<file path="src/rtl/mem_arbiter_pkg.sv">
// Shared types and constants for the byte-wide memory arbiter.
package mem_arbiter_pkg;

  localparam int ADDR_W = 32;
  localparam int INST_W = 32;
  localparam int DATA_W = 32;

  // Addresses at or above this are memory-mapped IO (UART).
  localparam logic [ADDR_W-1:0] IO_BASE_DEFAULT = 32'h0003_0000;

  // Controller states: idle/arbitrating, byte-serial read, byte-serial write.
  typedef enum logic [1:0] {
    MC_IDLE  = 2'd0,
    MC_READ  = 2'd1,
    MC_WRITE = 2'd2
  } mc_state_e;

  // LSB access-length encodings.
  localparam logic [1:0] LEN_1B = 2'b00;
  localparam logic [1:0] LEN_2B = 2'b01;
  localparam logic [1:0] LEN_4B = 2'b11;

  // Number of byte beats for an LSB length code; the unused code 2'b10 maps to 4.
  function automatic logic [2:0] len_to_beats(input logic [1:0] len);
    case (len)
      LEN_1B:  return 3'd1;
      LEN_2B:  return 3'd2;
      default: return 3'd4;
    endcase
  endfunction

endpackage

</file>
<file path="src/rtl/mem_arbiter.sv">
// Arbitrates the single byte-wide RAM/IO port between instruction fetch and
// the load/store buffer. Each request is serialised into byte beats; read bytes
// are reassembled into a 32-bit little-endian word.
//
// Request handshake: a requester raises *_valid with stable request fields and
// holds them until its *_done pulse (one cycle, registered). A request is taken
// only at an IDLE edge with rollback low and both done outputs low, so every
// done is followed by at least one idle bubble cycle. Requests seen while busy
// simply wait; nothing is queued here.
module mem_arbiter
  import mem_arbiter_pkg::*;
#(
  parameter logic [ADDR_W-1:0] IO_BASE = IO_BASE_DEFAULT
) (
  input  logic              clk_in,
  input  logic              rst_in,
  input  logic              rdy_in,
  input  logic [7:0]        mem_din,
  output logic [7:0]        mem_dout,
  output logic [ADDR_W-1:0] mem_a,
  output logic              mem_wr,
  input  logic              io_buffer_full,
  input  logic              rollback,
  input  logic              if_to_mc_valid,
  input  logic [ADDR_W-1:0] if_to_mc_addr,
  output logic              mc_to_if_done,
  output logic [INST_W-1:0] mc_to_if_inst,
  input  logic              lsb_to_mc_valid,
  input  logic              lsb_to_mc_wr,
  input  logic [1:0]        lsb_to_mc_len,
  input  logic [ADDR_W-1:0] lsb_to_mc_addr,
  input  logic [DATA_W-1:0] lsb_to_mc_data,
  output logic              mc_to_lsb_done,
  output logic [DATA_W-1:0] mc_to_lsb_data,
  output mc_state_e         dbg_state
);

  mc_state_e         r_state;
  logic [2:0]        r_cnt;        // current beat index (read: also capture lane + 1)
  logic [2:0]        r_beats;      // beats in the active request
  logic [ADDR_W-1:0] r_addr;       // request base address
  logic [DATA_W-1:0] r_data;       // store data
  logic [DATA_W-1:0] r_asm;        // read assembly register, shared by both requesters
  logic              r_owner_lsb;  // active request belongs to LSB
  logic              r_last_lsb;   // last grant went to LSB
  logic [ADDR_W-1:0] r_mem_a;
  logic [7:0]        r_mem_dout;
  logic              r_if_done;
  logic              r_lsb_done;
  logic [INST_W-1:0] r_if_inst;
  logic [DATA_W-1:0] r_lsb_data;

  logic              w_accept;
  logic              w_grant_lsb;
  logic [ADDR_W-1:0] w_req_addr;
  logic [2:0]        w_req_beats;
  logic              w_req_wr;
  logic              w_io_stall;
  logic [2:0]        w_next_idx;
  logic [ADDR_W-1:0] w_next_addr;
  logic [7:0]        w_next_byte;
  logic [1:0]        w_lane;
  logic [DATA_W-1:0] w_asm_next;

  // Round-robin: on contention the requester that did not win last time goes.
  assign w_grant_lsb = lsb_to_mc_valid && (!if_to_mc_valid || !r_last_lsb);
  assign w_accept    = !rollback && !r_if_done && !r_lsb_done &&
                       (if_to_mc_valid || lsb_to_mc_valid);
  assign w_req_addr  = w_grant_lsb ? lsb_to_mc_addr : if_to_mc_addr;
  assign w_req_beats = w_grant_lsb ? len_to_beats(lsb_to_mc_len) : 3'd4;
  assign w_req_wr    = w_grant_lsb && lsb_to_mc_wr;

  assign w_io_stall  = (r_addr >= IO_BASE) && io_buffer_full;
  assign w_next_idx  = r_cnt + 3'd1;
  assign w_next_addr = r_addr + {29'd0, w_next_idx};   // wraps modulo 2^32
  assign w_next_byte = r_data[{w_next_idx[1:0], 3'b000} +: 8];
  // Byte presented on mem_din now was addressed one beat earlier.
  assign w_lane      = r_cnt[1:0] - 2'd1;

  // Merge the incoming read byte into its lane of the assembly word.
  always_comb begin
    w_asm_next = r_asm;
    w_asm_next[{w_lane, 3'b000} +: 8] = mem_din;
  end

  // Controller FSM: arbitration, beat sequencing, capture and done generation.
  always_ff @(posedge clk_in or posedge rst_in) begin
    if (rst_in) begin
      r_state     <= MC_IDLE;
      r_cnt       <= 3'd0;
      r_beats     <= 3'd0;
      r_addr      <= '0;
      r_data      <= '0;
      r_asm       <= '0;
      r_owner_lsb <= 1'b0;
      r_last_lsb  <= 1'b0;
      r_mem_a     <= '0;
      r_mem_dout  <= '0;
      r_if_done   <= 1'b0;
      r_lsb_done  <= 1'b0;
      r_if_inst   <= '0;
      r_lsb_data  <= '0;
    end else if (rdy_in) begin
      case (r_state)
        MC_IDLE: begin
          r_if_done  <= 1'b0;
          r_lsb_done <= 1'b0;
          if (w_accept) begin
            r_owner_lsb <= w_grant_lsb;
            r_last_lsb  <= w_grant_lsb;
            r_addr      <= w_req_addr;
            r_mem_a     <= w_req_addr;
            r_beats     <= w_req_beats;
            r_cnt       <= 3'd0;
            r_asm       <= '0;
            if (w_req_wr) begin
              r_data     <= lsb_to_mc_data;
              r_mem_dout <= lsb_to_mc_data[7:0];
              r_state    <= MC_WRITE;
            end else begin
              r_state    <= MC_READ;
            end
          end
        end
        MC_READ: begin
          // A flush kills speculative reads outright, even on the final capture.
          if (rollback) begin
            r_state <= MC_IDLE;
          end else begin
            if (r_cnt != 3'd0) r_asm <= w_asm_next;
            if (r_cnt == r_beats) begin
              r_state <= MC_IDLE;
              if (r_owner_lsb) begin
                r_lsb_done <= 1'b1;
                r_lsb_data <= w_asm_next;
              end else begin
                r_if_done <= 1'b1;
                r_if_inst <= w_asm_next;
              end
            end else begin
              r_cnt <= w_next_idx;
              if (w_next_idx != r_beats) r_mem_a <= w_next_addr;
            end
          end
        end
        MC_WRITE: begin
          // Committed stores ignore rollback; IO back-pressure freezes the beat.
          if (!w_io_stall) begin
            if (w_next_idx == r_beats) begin
              r_state    <= MC_IDLE;
              r_lsb_done <= 1'b1;
            end else begin
              r_cnt      <= w_next_idx;
              r_mem_a    <= w_next_addr;
              r_mem_dout <= w_next_byte;
            end
          end
        end
        default: r_state <= MC_IDLE;
      endcase
    end
  end

  assign mem_wr         = (r_state == MC_WRITE) && rdy_in && !w_io_stall;
  assign mem_a          = r_mem_a;
  assign mem_dout       = r_mem_dout;
  assign mc_to_if_done  = r_if_done;
  assign mc_to_if_inst  = r_if_inst;
  assign mc_to_lsb_done = r_lsb_done;
  assign mc_to_lsb_data = r_lsb_data;
  assign dbg_state      = r_state;

endmodule

</file>
<file path="config.mk">
export PLATFORM = sky130hd
export DESIGN_NAME = mem_arbiter
export DESIGN_NICKNAME = d
export VERILOG_FILES = /design/src/rtl/mem_arbiter_pkg.sv /design/src/rtl/mem_arbiter.sv
export SDC_FILE = /design/constraint.sdc
export NUM_CORES = 1
export LEC_CHECK = 0
export CAP_MARGIN = 20
export CORE_ASPECT_RATIO = 1.4
export CORE_MARGIN = 2
export CORE_UTILIZATION = 40
export DETAILED_ROUTE_END_ITERATION = 6
export MAX_ROUTING_LAYER = met4
export PLACE_DENSITY_LB_ADDON = 0.2
export SLEW_MARGIN = 20
export SYNTH_ARGS = -nofsm -noshare
export SYNTH_HDL_FRONTEND = slang
export SYNTH_SLANG_ARGS = --single-unit
</file>
<file path="constraint.sdc">
create_clock -name clk_in -period 10.1 [get_ports clk_in]
set_input_delay 2.02 -clock clk_in [delete_from_list [all_inputs] [get_ports clk_in]]
set_output_delay 2.02 -clock clk_in [all_outputs]
set_load 0.03 [all_outputs]
</file>
==> metrics.md <==
| Metric | Value |
|---|---|
| Initial antenna violation count | 0 |
| Fmax | 179 MHz |
| Outcome | finished clean |
| First-pass GRT wire length | 41800 µm |
| I/O pin cnt | 223 |
| Setup slack after placement | ~4.5 ns |
| Max cap viols | 0 |
| Most common cell after layout, fill and taps aside | clkdlybuf4s50_1 |
| Cell variety after synth | 61 |
| Drt initial violations | 381 |
| Post-synthesis async set-or-reset flop share | 100% |
| CTS clk-pin slew, worst paths | 0.06 ns |
| Wire per inst | 17.6 µm |
| Syn_nets | 1062 |
| Power Density | 308 mW/mm² |
| Placed cells | 1424 |
| Period utilization | 55.4% |
| Worst path bufs/invs | 2 |
| Core area | roughly 0.025 mm² |
| CP endpoint kind | primary output |
| Die Ht | 195 µm |
| CP Launch Type | input port |
| Final nets | 1257 |
| Final min period | 5.60 ns |
| Synth Instances | 934 |
| WS Path Type | in2out |
| Max VDD drop | about 0.15 mV |
| Worst EP required | 8.08 ns |
| Htree depth | 1 |
| Global placement routability congestion | 0.833 |
| Die area | around 0.027 mm² |
| Highest-count cells in the layout ignoring fill and taps | clkdlybuf4s50_1 (222), dfrtp_1 (211), a21oi_1 (100) |
| GRT overflow | 0 |
| CTS tree | yes |
| Final setup fails | 0 |
| DRT Pass-1 Iters | 6 |
| Final setup margin | roughly 4.5 ns |
| Main synth FF type | dfrtp_1 |
| Largest net degree at the start of global routing | 130 |
| Number of synthesized flops with an enable pin | 0 |
| Non-filler cells, final | about 1500 |
| Initial Util | 40.9% |
| Yosys warnings | 0 |
| Total power | ~4.2 mW |
| Post-DP HPWL | 18400 µm |
| Share of layout cells above drive strength 1 | 13.8% |
| Yosys reg bits | roughly 210 |
| Num rows | 69 |
| Clock Sinks | about 210 |
| Max incr delay on CP | just under 0.7 ns |
| Setup TNS | 0 ns |
| Fin util | 53.5% |
| Biggest area consumer among synthesized cells | dfrtp_1 |
| Final WL | 25800 µm |
| DR DRC count | 0 |
| Fin. max-slew vios | 0 |
| Pleak | 5.83 nW |
| Hold buffers post-CTS | 0 |
| Syn avg cell area | 11.1 µm² |
| Root Buffer | clkbuf_16 |
| RSZ-0062 raised after global routing | false |
| CP Max Fanout | 8 |
| Vias in the first global route | 7632 |
| Fin. Hold Viols | 0 |
| Tot GR Track Use | around 20% |
| Worst Hold Class | reg2reg |
| Most used cell, CP | clkdlybuf4s50_1 |
| Critical path arrival | 3.58 ns |
| Crit-path cells | clkdlybuf4s50_1, and3_2, clkdlybuf4s50_1 |
| Critical path's slowest cell | clkdlybuf4s50_1 |
| Post-CTS sizing | 0 |
| Post-synth top area share | between 50% and 60% |
| Worst-margin pin slew | 0.933 ns |
| Routed via count | 7554 |
| Maximum root-to-sink buffer count | 3 |
| Final ANT Viol Nets | 0 |
| Die W | 140 µm |
| Port Buf Inserts | 222 |
| Postcts setup bufs | 0 |
| Skew final | 0.0124 ns |
| Max-slew headroom | between 30% and 40% |
| Area Growth Syn to Fin | 30.7% |
| Register area share after synthesis | 50.7% |
| Vias/cell | 5.16 |
| N_diodes | 0 |
| Synth Cell Area | ~0.010 mm² |
| Clock Latency Late Sink | 0.51 ns |
| Critical path's top delay family | buffers and inverters |
| Top cells by area, synth | dfrtp_1 (51%), mux2i_1 (5.5%), mux2_4 (5.5%), mux2_2 (4.9%), a21oi_1 (4.8%) |
| Num CTS Buffers | 22 |
## layer usage
metal  wire [µm]  GRT usage (%)
met1       10200           22.5
met2       13700           35.5
met3        1340           3.30
met4         550           5.05
met5           0              -
## sequential cells by signal, summed over array words and instances (netlist names)
register / cells
mc_to_lsb_data: 32
r_beats: 3
r_addr: 32
mc_to_if_done: 1
r_cnt: 3
mc_to_if_inst: 32
r_asm: 32
r_data: 32
dbg_state: 2
mc_to_lsb_done: 1
r_last_lsb: 1
mem_dout: 8
mem_a: 32
## area by class of cell
type	instances	area [µm²]
Fill cell	2279	11900
Sequential cell	211	5280
Multi-Input combinational cell	646	4800
Timing Repair Buffer	232	2300
Clock buffer	29	628
Tap cell	319	399
Clock inverter	11	143
Inverter	16	67.6
## cell usage after synthesis, types with 2 or more instances
| library cell | instances |
|---|---|
| a211oi_1 | 2 |
| a21boi_0 | 2 |
| a21oi_1 | 100 |
| a22o_1 | 28 |
| a311oi_1 | 3 |
| a31oi_1 | 4 |
| and2_1 | 4 |
| and3_1 | 7 |
| and4_1 | 3 |
| buf_1 | 16 |
| buf_2 | 12 |
| buf_4 | 3 |
| buf_6 | 6 |
| clkbuf_1 | 22 |
| clkbuf_2 | 2 |
| dfrtp_1 | 211 |
| ha_1 | 13 |
| inv_1 | 16 |
| mux2_2 | 45 |
| mux2_4 | 38 |
| mux2i_1 | 57 |
| mux4_2 | 8 |
| nand2_1 | 63 |
| nand2_2 | 2 |
| nand2b_1 | 2 |
| nand3_1 | 15 |
| nand3b_1 | 3 |
| nand4_1 | 15 |
| nor2_1 | 80 |
| nor2b_1 | 34 |
| nor3_1 | 5 |
| nor3_4 | 2 |
| nor4_1 | 5 |
| nor4b_2 | 2 |
| o21ai_0 | 46 |
| o21ai_1 | 5 |
| xnor2_1 | 9 |
| xor2_1 | 21 |
## final timing paths
path / start / endpoint / slack [ns] / depth (start not counted)
max: rdy_in / mem_wr / 4.50 / 3
min: r_asm[14] / r_asm[14] / 0.47 / 2
max reg2reg: r_cnt[0] / mem_a[30] / 6.39 / 10
min reg2reg: r_asm[14] / r_asm[14] / 0.47 / 2
max in group asynchronous: rst_in / r_asm[14] / 6.70 / 3
min in group asynchronous: rst_in / mc_to_lsb_data[24] / 2.08 / 2
## cell families (layout without fill, tap and decap cells)
family,Yosys count,count (layout),synth area share (%)
DFF,211,211,50.7
adders and majority gates,14,14,1.75
AOI/OAI and AO/OA,200,200,11.4
buffers and inverters,77,288,3.48
xor gates and xnor gates,31,31,2.75
and+or+nand+nor,252,252,12.2
muxes,149,149,17.7
## tightest hold or removal path, stage by stage, from the launching register on
cell and delay [ns]:
dfrtp_1 0.33, nand2_1 0.05, o21ai_0 0.06
## report_power, final
| part | internal, mW | leakage (nW) | switching (mW) | total (mW) |
|---|---|---|---|---|
| combinational | 0.920 | 2.77 | 1.02 | 1.94 |
| sequential | 1.15 | 2.69 | 0.249 | 1.40 |
| clock | 0.517 | 0.375 | 0.338 | 0.854 |
## per-stage QoR
step           hold slack (ns)  area (µm²)
2_1_floorplan            0.442       10400
3_3_place_gp             0.457       12800
3_5_place_dp             0.463       12800
4_1_cts                  0.478       13600
5_1_grt                  0.503       13600
6_report                 0.472       13600
(Power assumes the default switching activity.)
